`src/rtl/estagio_mem_if.sv`:
```
// Data-memory request/ready bus between the MEM stage (master) and the data memory (slave).
interface estagio_mem_if;
    logic        mem_req;
    logic        mem_we;
    logic [31:0] mem_addr;
    logic [3:0]  mem_be;
    logic [31:0] mem_wdata;
    logic        mem_ready;
    logic [31:0] mem_rdata;

    modport master (
        output mem_req, mem_we, mem_addr, mem_be, mem_wdata,
        input  mem_ready, mem_rdata
    );

    modport slave (
        input  mem_req, mem_we, mem_addr, mem_be, mem_wdata,
        output mem_ready, mem_rdata
    );
endinterface

```
`src/rtl/estagio_mem.sv`:
```
// MEM stage of the 5-stage MIPS pipeline: variable-latency load/store with lane steering and stall.
// Defining MEM_PERF_CNT_EN adds the contaLoads/contaStores/contaStall performance counters.
//
// state   | meaning
// OCIOSO  | idle; passes non-memory ops through, launches aligned accesses
// ESPERA  | request outstanding, waiting for mem_ready or the timeout
// CONCLUI | presents the finished (or aborted) instruction to MEM_WB
module estagio_mem #(
    parameter int TIMEOUT_CYC = 255,
    parameter int CNT_W       = 8
) (
    input  logic          clk,
    input  logic          reset,
    input  logic          valido,
    input  logic [4:0]    controlBits,
    input  logic [31:0]   enderecoULA,
    input  logic [31:0]   dadoEscrita,
    input  logic [4:0]    escreveReg,
    input  logic [1:0]    tamanho,
    input  logic          comSinal,
    estagio_mem_if.master mem,
    output logic [31:0]   read,
    output logic [31:0]   resultadoULA,
    output logic [4:0]    saidaReg,
    output logic [1:0]    saidaControlBits,
    output logic          stall,
    output logic          erroAlinhamento,
    output logic          erroTimeout
`ifdef MEM_PERF_CNT_EN
    ,
    output logic [31:0]   contaLoads,
    output logic [31:0]   contaStores,
    output logic [31:0]   contaStall
`endif
);

    typedef enum logic [1:0] {
        OCIOSO  = 2'd0,
        ESPERA  = 2'd1,
        CONCLUI = 2'd2
    } estado_t;

    estado_t          estado_q, estado_nxt;
    logic             eh_mem, eh_store, desalinhado;
    logic [3:0]       be_novo;
    logic [31:0]      wdata_novo;
    logic             inicia, termina, aborta;
    logic             req_q, we_q, sinal_q, abort_q;
    logic [31:0]      addr_q, wdata_q, rdata_q, lido;
    logic [3:0]       be_q;
    logic [1:0]       tam_q, ctrl_q;
    logic [4:0]       reg_q;
    logic [CNT_W-1:0] cnt_q, cnt_inc;
    logic             timeout_hit;
    logic [7:0]       byte_sel;
    logic [15:0]      half_sel;
    logic             unused_reservado;

    assign unused_reservado = controlBits[0];
    assign eh_mem   = valido && (controlBits[4] || controlBits[3]);
    // MemRead together with MemWrite is handled as a store
    assign eh_store = controlBits[3];

    always_comb begin
        desalinhado = 1'b0;
        be_novo     = 4'b1111;
        wdata_novo  = dadoEscrita;
        case (tamanho)
            2'b00: begin
                be_novo    = 4'b0001 << enderecoULA[1:0];
                wdata_novo = {4{dadoEscrita[7:0]}};
            end
            2'b01: begin
                desalinhado = enderecoULA[0];
                be_novo     = enderecoULA[1] ? 4'b1100 : 4'b0011;
                wdata_novo  = {2{dadoEscrita[15:0]}};
            end
            default: desalinhado = (enderecoULA[1:0] != 2'b00);
        endcase
        if (!eh_store) be_novo = 4'b1111;
    end

    assign cnt_inc     = cnt_q + CNT_W'(1);
    assign timeout_hit = (TIMEOUT_CYC != 0) && (cnt_inc == CNT_W'(TIMEOUT_CYC));

    assign byte_sel = rdata_q[{addr_q[1:0], 3'b000} +: 8];
    assign half_sel = addr_q[1] ? rdata_q[31:16] : rdata_q[15:0];

    always_comb begin
        case (tam_q)
            2'b00:   lido = {{24{sinal_q & byte_sel[7]}}, byte_sel};
            2'b01:   lido = {{16{sinal_q & half_sel[15]}}, half_sel};
            default: lido = rdata_q;
        endcase
    end

    always_ff @(posedge clk or negedge reset) begin
        if (!reset) estado_q <= OCIOSO;
        else        estado_q <= estado_nxt;
    end

    always_comb begin
        estado_nxt       = estado_q;
        stall            = 1'b0;
        erroAlinhamento  = 1'b0;
        erroTimeout      = 1'b0;
        read             = 32'd0;
        resultadoULA     = 32'd0;
        saidaReg         = 5'd0;
        saidaControlBits = 2'b00;
        inicia           = 1'b0;
        termina          = 1'b0;
        aborta           = 1'b0;
        case (estado_q)
            OCIOSO: begin
                if (valido && !eh_mem) begin
                    resultadoULA     = enderecoULA;
                    saidaReg         = escreveReg;
                    saidaControlBits = controlBits[2:1];
                end else if (eh_mem && desalinhado) begin
                    erroAlinhamento = 1'b1;
                end else if (eh_mem) begin
                    stall      = 1'b1;
                    inicia     = 1'b1;
                    estado_nxt = ESPERA;
                end
            end
            ESPERA: begin
                stall = 1'b1;
                if (mem.mem_ready) begin
                    termina    = 1'b1;
                    estado_nxt = CONCLUI;
                end else if (timeout_hit) begin
                    aborta     = 1'b1;
                    estado_nxt = CONCLUI;
                end
            end
            CONCLUI: begin
                erroTimeout = abort_q;
                if (!abort_q) begin
                    read             = we_q ? 32'd0 : lido;
                    resultadoULA     = addr_q;
                    saidaReg         = reg_q;
                    saidaControlBits = ctrl_q;
                end
                estado_nxt = OCIOSO;
            end
            default: estado_nxt = OCIOSO;
        endcase
        // held reset must present a bubble even while EX_MEM shows a live instruction
        if (!reset) begin
            stall            = 1'b0;
            erroAlinhamento  = 1'b0;
            erroTimeout      = 1'b0;
            read             = 32'd0;
            resultadoULA     = 32'd0;
            saidaReg         = 5'd0;
            saidaControlBits = 2'b00;
        end
    end

    always_ff @(posedge clk or negedge reset) begin
        if (!reset) begin
            req_q   <= 1'b0;
            we_q    <= 1'b0;
            sinal_q <= 1'b0;
            abort_q <= 1'b0;
            addr_q  <= 32'd0;
            wdata_q <= 32'd0;
            rdata_q <= 32'd0;
            be_q    <= 4'd0;
            tam_q   <= 2'd0;
            ctrl_q  <= 2'd0;
            reg_q   <= 5'd0;
            cnt_q   <= '0;
        end else begin
            if (inicia) begin
                req_q   <= 1'b1;
                we_q    <= eh_store;
                sinal_q <= comSinal;
                abort_q <= 1'b0;
                addr_q  <= enderecoULA;
                wdata_q <= wdata_novo;
                be_q    <= be_novo;
                tam_q   <= tamanho;
                ctrl_q  <= controlBits[2:1];
                reg_q   <= escreveReg;
                cnt_q   <= '0;
            end
            if (estado_q == ESPERA) cnt_q <= cnt_inc;
            if (termina) begin
                req_q <= 1'b0;
                if (!we_q) rdata_q <= mem.mem_rdata;
            end
            if (aborta) begin
                req_q   <= 1'b0;
                abort_q <= 1'b1;
            end
        end
    end

    assign mem.mem_req   = req_q;
    assign mem.mem_we    = we_q;
    assign mem.mem_addr  = {addr_q[31:2], 2'b00};
    assign mem.mem_be    = be_q;
    assign mem.mem_wdata = wdata_q;

`ifdef MEM_PERF_CNT_EN
    always_ff @(posedge clk or negedge reset) begin
        if (!reset) begin
            contaLoads  <= 32'd0;
            contaStores <= 32'd0;
            contaStall  <= 32'd0;
        end else begin
            if (estado_q == CONCLUI && !abort_q) begin
                if (we_q) contaStores <= contaStores + 32'd1;
                else      contaLoads  <= contaLoads + 32'd1;
            end
            if (stall) contaStall <= contaStall + 32'd1;
        end
    end
`endif

endmodule
```
`src/flat_wrapper.sv`:
```
// flat-port wrapper written by rule: the top's interface ports become plain ports
module estagio_mem_flat 
#(
    parameter int TIMEOUT_CYC = 255,
    parameter int CNT_W       = 8
)
  (clk, reset, valido, controlBits, enderecoULA, dadoEscrita, escreveReg, tamanho, comSinal, read, resultadoULA, saidaReg, saidaControlBits, stall, erroAlinhamento, erroTimeout, mem_mem_req, mem_mem_we, mem_mem_addr, mem_mem_be, mem_mem_wdata, mem_mem_ready, mem_mem_rdata);
  estagio_mem_if mem_i ();
  input  logic clk;
  input  logic reset;
  input  logic valido;
  input  logic [4:0] controlBits;
  input  logic [31:0] enderecoULA;
  input  logic [31:0] dadoEscrita;
  input  logic [4:0] escreveReg;
  input  logic [1:0] tamanho;
  input  logic comSinal;
  output logic [31:0] read;
  output logic [31:0] resultadoULA;
  output logic [4:0] saidaReg;
  output logic [1:0] saidaControlBits;
  output logic stall;
  output logic erroAlinhamento;
  output logic erroTimeout;
  output wire logic [$bits(mem_i.mem_req)-1:0] mem_mem_req;
  output wire logic [$bits(mem_i.mem_we)-1:0] mem_mem_we;
  output wire logic [$bits(mem_i.mem_addr)-1:0] mem_mem_addr;
  output wire logic [$bits(mem_i.mem_be)-1:0] mem_mem_be;
  output wire logic [$bits(mem_i.mem_wdata)-1:0] mem_mem_wdata;
  input wire logic [$bits(mem_i.mem_ready)-1:0] mem_mem_ready;
  input wire logic [$bits(mem_i.mem_rdata)-1:0] mem_mem_rdata;
  assign mem_mem_req = mem_i.mem_req;
  assign mem_mem_we = mem_i.mem_we;
  assign mem_mem_addr = mem_i.mem_addr;
  assign mem_mem_be = mem_i.mem_be;
  assign mem_mem_wdata = mem_i.mem_wdata;
  assign mem_i.mem_ready = mem_mem_ready;
  assign mem_i.mem_rdata = mem_mem_rdata;
  estagio_mem #(.TIMEOUT_CYC(TIMEOUT_CYC), .CNT_W(CNT_W)) u_core (.clk(clk), .reset(reset), .valido(valido), .controlBits(controlBits), .enderecoULA(enderecoULA), .dadoEscrita(dadoEscrita), .escreveReg(escreveReg), .tamanho(tamanho), .comSinal(comSinal), .mem(mem_i), .read(read), .resultadoULA(resultadoULA), .saidaReg(saidaReg), .saidaControlBits(saidaControlBits), .stall(stall), .erroAlinhamento(erroAlinhamento), .erroTimeout(erroTimeout));
endmodule
```
`config.mk`:
```
export PLATFORM = sky130hd
export DESIGN_NAME = estagio_mem_flat
export DESIGN_NICKNAME = d
export VERILOG_FILES = /design/src/rtl/estagio_mem_if.sv /design/src/rtl/estagio_mem.sv /design/src/flat_wrapper.sv
export SDC_FILE = /design/constraint.sdc
export NUM_CORES = 1
export LEC_CHECK = 0
export ABC_CLOCK_PERIOD_IN_PS = 1800
export CAP_MARGIN = 20
export CORE_UTILIZATION = 40
export CTS_BUF_LIST = sky130_fd_sc_hd__clkbuf_4 sky130_fd_sc_hd__clkbuf_8
export DETAILED_ROUTE_END_ITERATION = 16
export PLACE_DENSITY_LB_ADDON = 0.1
export REMOVE_ABC_BUFFERS = 1
export SKIP_CTS_REPAIR_TIMING = 1
export SLEW_MARGIN = 40
export SYNTH_ARGS = -nofsm -noshare
export SYNTH_HDL_FRONTEND = slang
export SYNTH_SLANG_ARGS = --single-unit
export TNS_END_PERCENT = 20
```
`constraint.sdc`:
```
create_clock -name clk -period 1.8 [get_ports clk]
set_input_delay 0.36 -clock clk [delete_from_list [all_inputs] [get_ports clk]]
set_output_delay 0.36 -clock clk [all_outputs]
set_load 0.005 [all_outputs]
```
=== Yosys cells after proc, flatten, opt, wreduce, memory -nomap -nowiden ===
Cells that the tools add are included.

* Bits of input ports: 113
* Logic and storage cells: 95
* Output and inout port bits: 144
* Register bits after elaboration: 123

* Mux-type cells: 53
* Shift-type cells: 2
* Equality and inequality tests: 9
* Bitwise gates (word level): 3
* Reduce and logical (&&, ||, !) cells: 14
* $add $sub $neg: 1

{| class="wikitable"
|+ Operators by type and width
! cell !! number
|-
| 2-to-1 mux 32 bit || 7
|-
| case mux 32 bit (2 select lines) || 3
|-
| indexed part select 32 x 6 -> 8 bit || 1
|-
| 2-to-1 mux 1 bit || 21
|-
| 2-to-1 mux 16 bit || 1
|-
| 2-to-1 mux 2 bit || 8
|-
| 2-to-1 mux 8 bit || 2
|-
| 2-to-1 mux 5 bit || 3
|-
| case mux 5 bit (2 select lines) || 1
|-
| adder 8 x 1 -> 8 bit, second input constant || 1
|-
| equality test 8 bit, second input constant || 1
|-
| 2-to-1 mux 4 bit || 2
|-
| case mux 2 bit (2 select lines) || 2
|-
| case mux 4 bit (2 select lines) || 1
|-
| equality test 2 x 1 -> 1 bit, second input constant || 3
|-
| logical NOT 2 bit || 3
|-
| nonzero test 2 bit || 3
|-
| inequality test 2 bit, second input constant || 2
|-
| case mux 1 bit (2 select lines) || 2
|-
| AND reduction 4 bit || 1
|-
| left shift 1 x 2 -> 4 bit, first input constant || 1
|-
| logical AND 1 bit || 3
|-
| inequality test 3 x 2 -> 1 bit, second input constant || 1
|-
| nonzero test 3 bit || 1
|-
| 7 further kinds || 8
|}

=== Depth between registers and ports, before layout ===
Gate-level depths: netlist of run 1.

* Word-level depth: 9
* Mapped depth: 8
* Mapped depth without buffers: 5

=== Worst setup path after synthesis of run 1 ===
OpenSTA, ideal clock, no wires.

* Path type: register to output
* From: register u_core.estado_q[1]
* To: output port stall
* Buffers on the path: 2
* Slack: -0.133 ns
* Stages on the path, launching flop included: 7
* Data arrival time: 1.573 ns
* Path through: dfrtp_1 or3b_4 and4bb_1 buf_4 buf_6 nor2_1 nor3b_1

* Word-level cells in the longest chain between the ends: 3
* Elaborated cells between the ends (all ways): 4

{| class="wikitable"
|+ RTL lines
! what !! RTL line !! text
|-
| start, declared || estagio_mem.sv:43 || <nowiki>estado_t estado_q, estado_nxt;</nowiki>
|-
| start signal, assigned || estagio_mem.sv:99 || <nowiki>else estado_q <= estado_nxt;</nowiki>
|-
| equality test 2 x 1 -> 1 bit / logical NOT 2 bit (equally long branches) || estagio_mem.sv:114 || <nowiki>case (estado_q)</nowiki>
|-
| case mux 1 bit (2 select lines) (*) || estagio_mem.sv:114 ||
|-
| 2-to-1 mux 1 bit (*) || estagio_mem.sv:151 || <nowiki>if (!reset) begin</nowiki>
|-
| end, declared || flat_wrapper.sv:22 || <nowiki>output logic stall;</nowiki>
|}

Mark *: on every way between the ends. The rest lies on a longest branch, timed or not.

=== Worst setup path in the final report of run 1 ===
* From: register u_core.addr_q[1]
* To: output port read[25]

* Word-level cells in the longest chain between the ends: 7
* Elaborated cells between the ends (all ways): 9

{| class="wikitable"
|+ RTL lines
! what !! RTL line !! text
|-
| start, declared || estagio_mem.sv:49 || <nowiki>logic [31:0] addr_q, wdata_q, rdata_q, lido;</nowiki>
|-
| start signal, assigned || estagio_mem.sv:182 || <nowiki>addr_q <= enderecoULA;</nowiki>
|-
| indexed part select 32 x 6 -> 8 bit / 2-to-1 mux 16 bit (equally long branches) || estagio_mem.sv:86, estagio_mem.sv:87 ||
|-
| AND 1 bit (on tied branches) || estagio_mem.sv:91, estagio_mem.sv:92 ||
|-
| case mux 32 bit (2 select lines) (*) || estagio_mem.sv:90 || <nowiki>case (tam_q)</nowiki>
|-
| 2-to-1 mux 32 bit (*) || estagio_mem.sv:141 || <nowiki>read = we_q ? 32'd0 : lido;</nowiki>
|-
| 2-to-1 mux 32 bit (*) || estagio_mem.sv:140 || <nowiki>if (!abort_q) begin</nowiki>
|-
| 2-to-1 mux 32 bit (*) || estagio_mem.sv:114 ||
|-
| 2-to-1 mux 32 bit (*) || estagio_mem.sv:151 ||
|-
| end, declared || flat_wrapper.sv:18 || <nowiki>output logic [31:0] read;</nowiki>
|}

Marks and branches as above.

==> impl_metrics.yaml, run 1 <==
sta:
  setup_tns_ps: -56510
  worst_slew_pin_slew_ps: 644.4
  finClkSkew_ps: 13.85
  fin_ws_ps: -913.7
  hold_violations: 0
  setup_viol: 114
  final.period_utilization_pct: 150.8
  whs_ps: 67.34
  rsz0062_at_grt: "yes"
  maxSlewHeadroom_pct: 56.90
  slew_viol_final: 0
  max_freq_mhz: 368.5
  min_period_ps: 2714
setup_path:
  critical_path.most_common_cell: "buf_6"
  slowest_stage: "mux4_2"
  critPathArrivalTime_ps: 2350
  critical_path_class: "reg -> out"
  worstPathCellList: "mux4_2, nor2b_4, buf_6, o221ai_4, buf_6, buf_6, buf_6, a21oi_1, clkbuf_2"
  endpoint_kind: "output port"
  worstPathRequired_ps: 1440
  slowest_delay_ps: 530
  cp-start-kind: "flop"
  cp_max_fo: 5
cells_and_area:
  fillers: 1463
  final_common_cell: "nand2_1"
  fin_nets: 1193
  areaGrowthSynthToFinish_pct: 57.70
  seq_area_mm2: 0.003078
  antenna_cells: 0
  layout-drive-gt1-share_pct: 23.46
  multi_input_area_mm2: 0.003015
  final_util_pct: 64.56
  final_cell_mix: "nand2_1, clkdlybuf4s50_1, dfrtp_1"
floorplanning:
  coreArea_mm2: 0.01589
  design.die.area_mm2: 0.01677
  die_y_um: 129.5
  die_w_um: 129.5
  start_util_pct: 40.94
  io_pins: 257
  rows: 46
cts:
  clock_path_buffers: 2
  cts_sinks: 123
  cts_buffers: 17
  root_buffer: "clkbuf_8"
  clk_pin_slew_worst_paths_ps: 80
  h-tree-depth: 4
  cts_tree: "yes"
  insertion_delay_ps: 450
synthesis:
  synth.cell_area_mm2: 0.006504
  yosys_register_bits: 123
  ys.flop_type: "dfrtp_1"
  seq_area_frac_synth_pct: 47.33
  synth_warnings: 0
  syn_inst: 774
  synth-edff-count: 0
  syn_area_per_cell_um2: 8.403
  async_reset_ff_share_pct: 100.0
  synth_cell_types: 44
status:
  status: "finished, violations left"
  violations: "setup timing"
detailed_routing:
  via_count: 6509
  drc_errors: 0
  drtIter0Drc: 430
  drt_wl_total_um: 21030
  firstDrtPassIters: 5
  wire_per_inst_um: 16.09
  viasPerCell: 4.980
  final_antenna_net_count: 0
global_route:
  grt_max_degree: 48
  track_usage_pct: 24.23
  grt_pass1_wl_um: 31030
  antenna_found_initial: 0
  grt_pass1_vias: 6010
  overflow: 0
power:
  vdd_drop_max_mv: 0.7173
  p_leak_uw: 0.004876
  p_per_area_mw_per_mm2: 1076
placement:
  place.port_buffers: 253
  place_hpwl_um: 14240
  place.gp.congestion: 0.8121
min_path:
  worstHoldPathType: "in -> async"
job:
  cap_violations: 0
-- through the flow --
| step | area, um2 | setup WS, ps | instances | power [uW] |
|---|---|---|---|---|
| 6_report | 10260 | -913.7 | 1307 | 11030 |
| 5_1_grt | 10260 | -1023 | 1307 | 11770 |
| 4_1_cts | 9968 | -1403 | 1275 | 10810 |
| 3_5_place_dp | 9559 | -1014 | 1243 | 8209 |
| 3_3_place_gp | 9559 | -993.6 | 1243 | 8132 |
| 2_1_floorplan | 6012 | -2406 | 690 | 5749 |
-- cells by family (layout without fill, tap and decap cells) --
group | Yosys count | after routing | share of synthesized area (%)
AND/OR/NAND/NOR | 329 | 329 | 20.43
AO/OA/AOI/OAI | 169 | 169 | 16.39
flip-flops | 123 | 123 | 47.33
buffers and inverters | 111 | 427 | 9.119
multiplexers | 35 | 35 | 5.752
XOR/XNOR | 4 | 4 | 0.5388
adder cells (fa/ha/maj) | 2 | 2 | 0.3847
other | 1 | 2 | 0.05766
-- registers in the layout, indices dropped and copies added, names as in the netlist, 2 cells and up --
name,cells
u_core.estado_q,2
u_core.addr_q,32
u_core.rdata_q,32
u_core.ctrl_q,2
u_core.mem.mem_wdata,32
u_core.cnt_q,8
u_core.tam_q,2
u_core.mem.mem_be,4
u_core.reg_q,5
-- metal layers --
| layer | up-vias | part of all wire [%] | global-route usage, % |
|---|---|---|---|
| li1 | 3178 | - | - |
| met1 | 3077 | 41 | 29.37 |
| met2 | 230 | 49 | 40.51 |
| met3 | 24 | 8.2 | 8.134 |
| met4 | 0 | 1.5 | 8.003 |
| met5 | - | 0 | 0 |
-- power breakdown --
group / internal (uW) / total [uW] / switching [uW]
sequential: 3670 / 4270 / 594
combinational: 2320 / 4210 / 1890
clock: 1370 / 2550 / 1190
total: 7360 / 11000 / 3670
-- final timing paths --
kind,endpoint,startpoint,slack (ps),cells past startpoint
hold reg to reg,u_core.mem.mem_wdata[29],u_core.mem.mem_wdata[29],480,2
hold / removal,u_core.cnt_q[5],reset,70,3
setup / recovery,read[25],u_core.addr_q[1],-910,9
setup reg to reg,u_core.mem.mem_be[2],u_core.estado_q[0],-40,6
min in group clk,u_core.rdata_q[21],mem_mem_rdata[21],470,3
max in group asynchronous,u_core.rdata_q[18],reset,550,4
-- cell usage after synthesis (all sizes together), types with 2 or more instances --
cell type  instances  area, um2
mux2               9      101.4
or3                2      12.51
a21o               4      30.03
xor2               2      17.52
dfrtp            123       3078
mux2i             25      250.2
a22oi             39      292.8
nand2b             5      31.28
xnor2              2      17.52
a222oi             7      70.07
o21bai             2      15.01
inv               26      97.59
o22ai              2      12.51
nor2b              7      43.79
buf               57      390.4
clkbuf            28      105.1
o21ai             69      345.3
a221oi             8      70.07
nand2            225      844.6
nor3b              2      15.01
nand3              7      35.03
nor2              69      259.0
ha                 2      25.02
a31oi              4      25.02
a21oi             27      135.1
nor3               7      40.04
-- final cells by class --
| type | count | area share [%] |
|---|---|---|
| clock buffer | 17 | 2.281 |
| tap | 216 | 2.635 |
| clock inverter | 15 | 1.708 |
| multi-input combinational | 541 | 29.40 |
| inverter | 26 | 0.9516 |
| timing repair buffer | 369 | 33.01 |
| sequential | 123 | 30.01 |
-- worst max-delay path, delay by kind of cell (launching register included) --
kind	cells	cell delay (ps)
muxes	1	530
DFF	1	380
buffers and inverters	5	580
and+or+nand+nor	1	160
AOI/OAI and AO/OA	2	250
No activity file was read; power rests on OpenSTA's default activity.
==> run 2, diff against run 1 <==
REMOVE_ABC_BUFFERS = default   (was 1)
==> impl_metrics.yaml, run 2 (synthesized netlist as in run 1, its figures left out) <==
status:
  status: "finished, violations left"
  violations: "setup timing"
power:
  p_per_area_mw_per_mm2: 1069
  p_leak_uw: 0.004961
  fin_total_pwr_uw: 11130
  vdd_drop_max_mv: 0.6522
cells_and_area:
  fillers: 1407
  antenna_cells: 0
  fin_cells: 1311
  multi_input_area_mm2: 0.003124
  final_common_cell: "nand2_1"
  layout-drive-gt1-share_pct: 25.66
  seq_area_mm2: 0.003078
  fin_nets: 1197
  areaGrowthSynthToFinish_pct: 60.10
  final_cell_mix: "nand2_1, clkdlybuf4s50_1, dfrtp_1"
cts:
  h-tree-depth: 4
  cts_sinks: 123
  cts_tree: "yes"
  clock_path_buffers: 2
  root_buffer: "clkbuf_8"
  clk_pin_slew_worst_paths_ps: 70
  insertion_delay_ps: 440
  cts_buffers: 17
setup_path:
  r2r_start: "u_core.estado_q[1]"
  regToRegSetupSlack_ps: -10
  worstPathCellList: "or3b_4, nor3_4, buf_6, clkbuf_16, buf_12, buf_4, a22oi_1, nor2_1, buf_2"
  slowest_delay_ps: 430
  cp_max_fo: 7
  path_delay_family: "simple AND/OR/NAND/NOR gates"
  r2r_end: "u_core.addr_q[11]"
  cp-start-kind: "flop"
  endpoint_kind: "output port"
  critPathArrivalTime_ps: 2320
  critical_path_class: "reg -> out"
  cp.buffers_inverters: 5
  slowest_stage: "or3b_4"
  worstPathRequired_ps: 1440
  r2r_cells: 6
detailed_routing:
  final_antenna_net_count: 0
  drtIter0Drc: 371
  viasPerCell: 4.967
  drc_errors: 0
  via_count: 6512
  firstDrtPassIters: 4
  drt_wl_total_um: 21460
  wire_per_inst_um: 16.37
sta:
  slew_viol_final: 0
  setup_viol: 79
  final.period_utilization_pct: 148.9
  hold_violations: 0
  finClkSkew_ps: 8.002
  fin_ws_ps: -879.4
  min_period_ps: 2679
  worst_slew_pin_slew_ps: 631.7
  max_freq_mhz: 373.2
  whs_ps: 216.6
  maxSlewHeadroom_pct: 57.89
  rsz0062_at_grt: "yes"
floorplanning:
  start_util_pct: 40.94
  rows: 46
  die_y_um: 129.5
  io_pins: 257
  design.die.area_mm2: 0.01677
  coreArea_mm2: 0.01589
  die_w_um: 129.5
placement:
  dpl.cell_count: 1247
  place.port_buffers: 253
  place_hpwl_um: 14250
  pre_cts_slack_ps: -986.0
  place.gp.congestion: 0.7856
global_route:
  grt_pass1_wl_um: 30460
  overflow: 0
  track_usage_pct: 23.89
  grt_max_degree: 70
  grt_pass1_vias: 5795
  antenna_found_initial: 0
min_path:
  worstHoldPathType: "in -> async"
job:
  cap_violations: 0
==> run 2: worst min-delay path: cells and delay by family <==
kind     cells  cell delay, ps
buf+inv      3             770
==> run 2: per-stage QoR <==
step / util [%] / setup TNS (ps) / cell area, um2
finish: 65.55 / -51560 / 10410
global route: 65.55 / -62300 / 10410
CTS: 63.36 / -88890 / 10060
detailed placement: 60.83 / -107350 / 9663
global placement: 60.81 / -105560 / 9659
floorplan: - / -1269 / 6585
==> run 2: routing by layer <==
metal | global-route usage [%] | share of wire (%) | routed length (um)
met4 | 8.208 | 1.7 | 365
met5 | 0 | 0 | 0
met3 | 8.258 | 8.1 | 1748
met2 | 38.49 | 48 | 10210
met1 | 29.89 | 43 | 9133
==> run 2: worst max path at each step <==
stage,startpoint,end,slack (ps),cells past startpoint
after floorplan,u_core.estado_q[0],stall,-90,6
after global placement,valido,resultadoULA[3],-970,7
after detailed placement,valido,saidaReg[0],-990,7
after CTS,u_core.addr_q[1],read[11],-1150,5
after global routing,u_core.addr_q[1],read[31],-980,8
final,u_core.estado_q[1],resultadoULA[23],-880,9
==> run 2: area by class of cell <==
| class | count | area share, % |
|---|---|---|
| flip-flops and latches | 123 | 29.56 |
| repair buffers | 373 | 33.04 |
| clock inverters | 11 | 1.142 |
| clock buffers | 21 | 2.716 |
| well taps | 216 | 2.596 |
| multi-input cells | 541 | 30.00 |
| inverters | 26 | 0.9373 |
==> run 2: power breakdown <==
group	internal [uW]	leakage (uW)	switching [uW]	total, uW
Clock	1350	0.000197	1150	2490
Combinational	2390	0.00324	1930	4320
Sequential	3670	0.00153	647	4320
Total	7410	0.00496	3720	11100
==> run 3, diff against run 2 <==
SLEW_MARGIN = default   (was 40)
==> impl_metrics.yaml, run 3 (synthesized netlist as in run 1, its figures left out) <==
cts:
  clock_path_buffers: 2
  root_buffer: "clkbuf_8"
  clk_pin_slew_worst_paths_ps: 70
  cts_sinks: 123
  cts_buffers: 17
  h-tree-depth: 4
  insertion_delay_ps: 440
  cts_tree: "yes"
placement:
  place.port_buffers: 253
  pre_cts_slack_ps: -987.4
  place.gp.congestion: 0.7856
  place_area_mm2: 0.009659
  place_hpwl_um: 14270
sta:
  fin_ws_ps: -866.4
  worst_slew_pin_slew_ps: 886.5
  final.period_utilization_pct: 148.1
  slew_viol_final: 0
  maxSlewHeadroom_pct: 40.90
  min_period_ps: 2666
  setup_tns_ps: -55300
  setup_viol: 123
  rsz0062_at_grt: "yes"
  max_freq_mhz: 375.0
  finClkSkew_ps: 8.552
  hold_violations: 0
detailed_routing:
  viasPerCell: 4.943
  via_count: 6461
  firstDrtPassIters: 5
  drc_errors: 0
  drtIter0Drc: 333
  drt_wl_total_um: 21090
  wire_per_inst_um: 16.13
  final_antenna_net_count: 0
min_path:
  worstHoldPathType: "in -> async"
cells_and_area:
  design_area_mm2: 0.01025
  antenna_cells: 0
  final_util_pct: 64.54
  areaGrowthSynthToFinish_pct: 57.64
  layout-drive-gt1-share_pct: 23.83
  final_common_cell: "nand2_1"
  fin_nets: 1193
  final_cell_mix: "nand2_1, clkdlybuf4s50_1, dfrtp_1"
global_route:
  grt_pass1_vias: 5895
  overflow: 0
  grt_max_degree: 70
  antenna_found_initial: 0
  track_usage_pct: 23.98
  grt_pass1_wl_um: 30680
setup_path:
  r2r_end: "u_core.addr_q[16]"
  endpoint_kind: "output port"
  regToRegSetupSlack_ps: -50
  r2r_cells: 6
  critPathArrivalTime_ps: 2310
  critical_path_class: "reg -> out"
  slowest_delay_ps: 540
  worstPathCellList: "mux4_2, nor2b_4, o221ai_4, buf_6, clkbuf_16, buf_6, a21oi_1, buf_2"
  cp-start-kind: "flop"
  critical_path.most_common_cell: "buf_6"
  cp_max_fo: 4
  startpoint: "u_core.addr_q[1]"
  slowest_stage: "mux4_2"
  worstPathRequired_ps: 1440
  r2r_start: "u_core.estado_q[1]"
floorplanning:
  die_w_um: 129.5
  coreArea_mm2: 0.01589
  io_pins: 257
  rows: 46
  die_y_um: 129.5
  design.die.area_mm2: 0.01677
  start_util_pct: 40.94
status:
  violations: "setup timing"
  status: "finished, violations left"
power:
  p_leak_uw: 0.004915
  p_per_area_mw_per_mm2: 1065
  fin_total_pwr_uw: 10920
  vdd_drop_max_mv: 0.5313
job:
  cap_violations: 0
[run 3: routing by layer]
metal	track usage, %	up-vias	share of wire, %
li1	-	3177	-
met1	29.68	3046	42
met2	38.46	212	48
met3	8.960	26	8.6
met4	8.413	0	1.6
met5	0	-	0
[run 3: how the worst max path moves through the flow]
| stage | slack [ps] | endpoint | cells past startpoint |
|---|---|---|---|
| floorplan | -90 | stall | 6 |
| global placement | -970 | resultadoULA[3] | 7 |
| global route | -960 | read[24] | 8 |
| detailed placement | -990 | saidaReg[0] | 7 |
| CTS | -1140 | read[11] | 5 |
| finish | -870 | read[24] | 8 |
[run 3: area by class of cell]
| class | instances | area, um2 |
|---|---|---|
| sequential | 123 | 3079 |
| fill | 1401 | 5633 |
| tap | 216 | 270.3 |
| multi-input combinational | 541 | 3042 |
| timing repair buffer | 369 | 3396 |
| clock buffer | 21 | 270.3 |
| clock inverter | 11 | 97.59 |
| inverter | 26 | 97.59 |
[run 3: metrics by stage]
| stage | cells | hold WS (ps) |
|---|---|---|
| after floorplan | 775 | 64.41 |
| after global placement | 1247 | 350.6 |
| after detailed placement | 1247 | 350.5 |
| after CTS | 1279 | -134.4 |
| after global routing | 1307 | 268.0 |
| final | 1307 | 233.0 |
[run 3: power breakdown]
group	leakage (uW)	total (uW)	switching (uW)	internal [uW]
Sequential	0.00153	4310	633	3680
Clock	0.000182	2290	1130	1160
Combinational	0.00321	4320	1920	2410
Total	0.00492	10900	3680	7240
[run 3: worst max-delay path: cells and delay by family, from the launching register on]
kind | cells | cell delay [ps]
buffers and inverters | 4 | 510
flip-flops | 1 | 420
multiplexers | 1 | 540
AND/OR/NAND/NOR | 1 | 160
AO/OA/AOI/OAI | 2 | 230
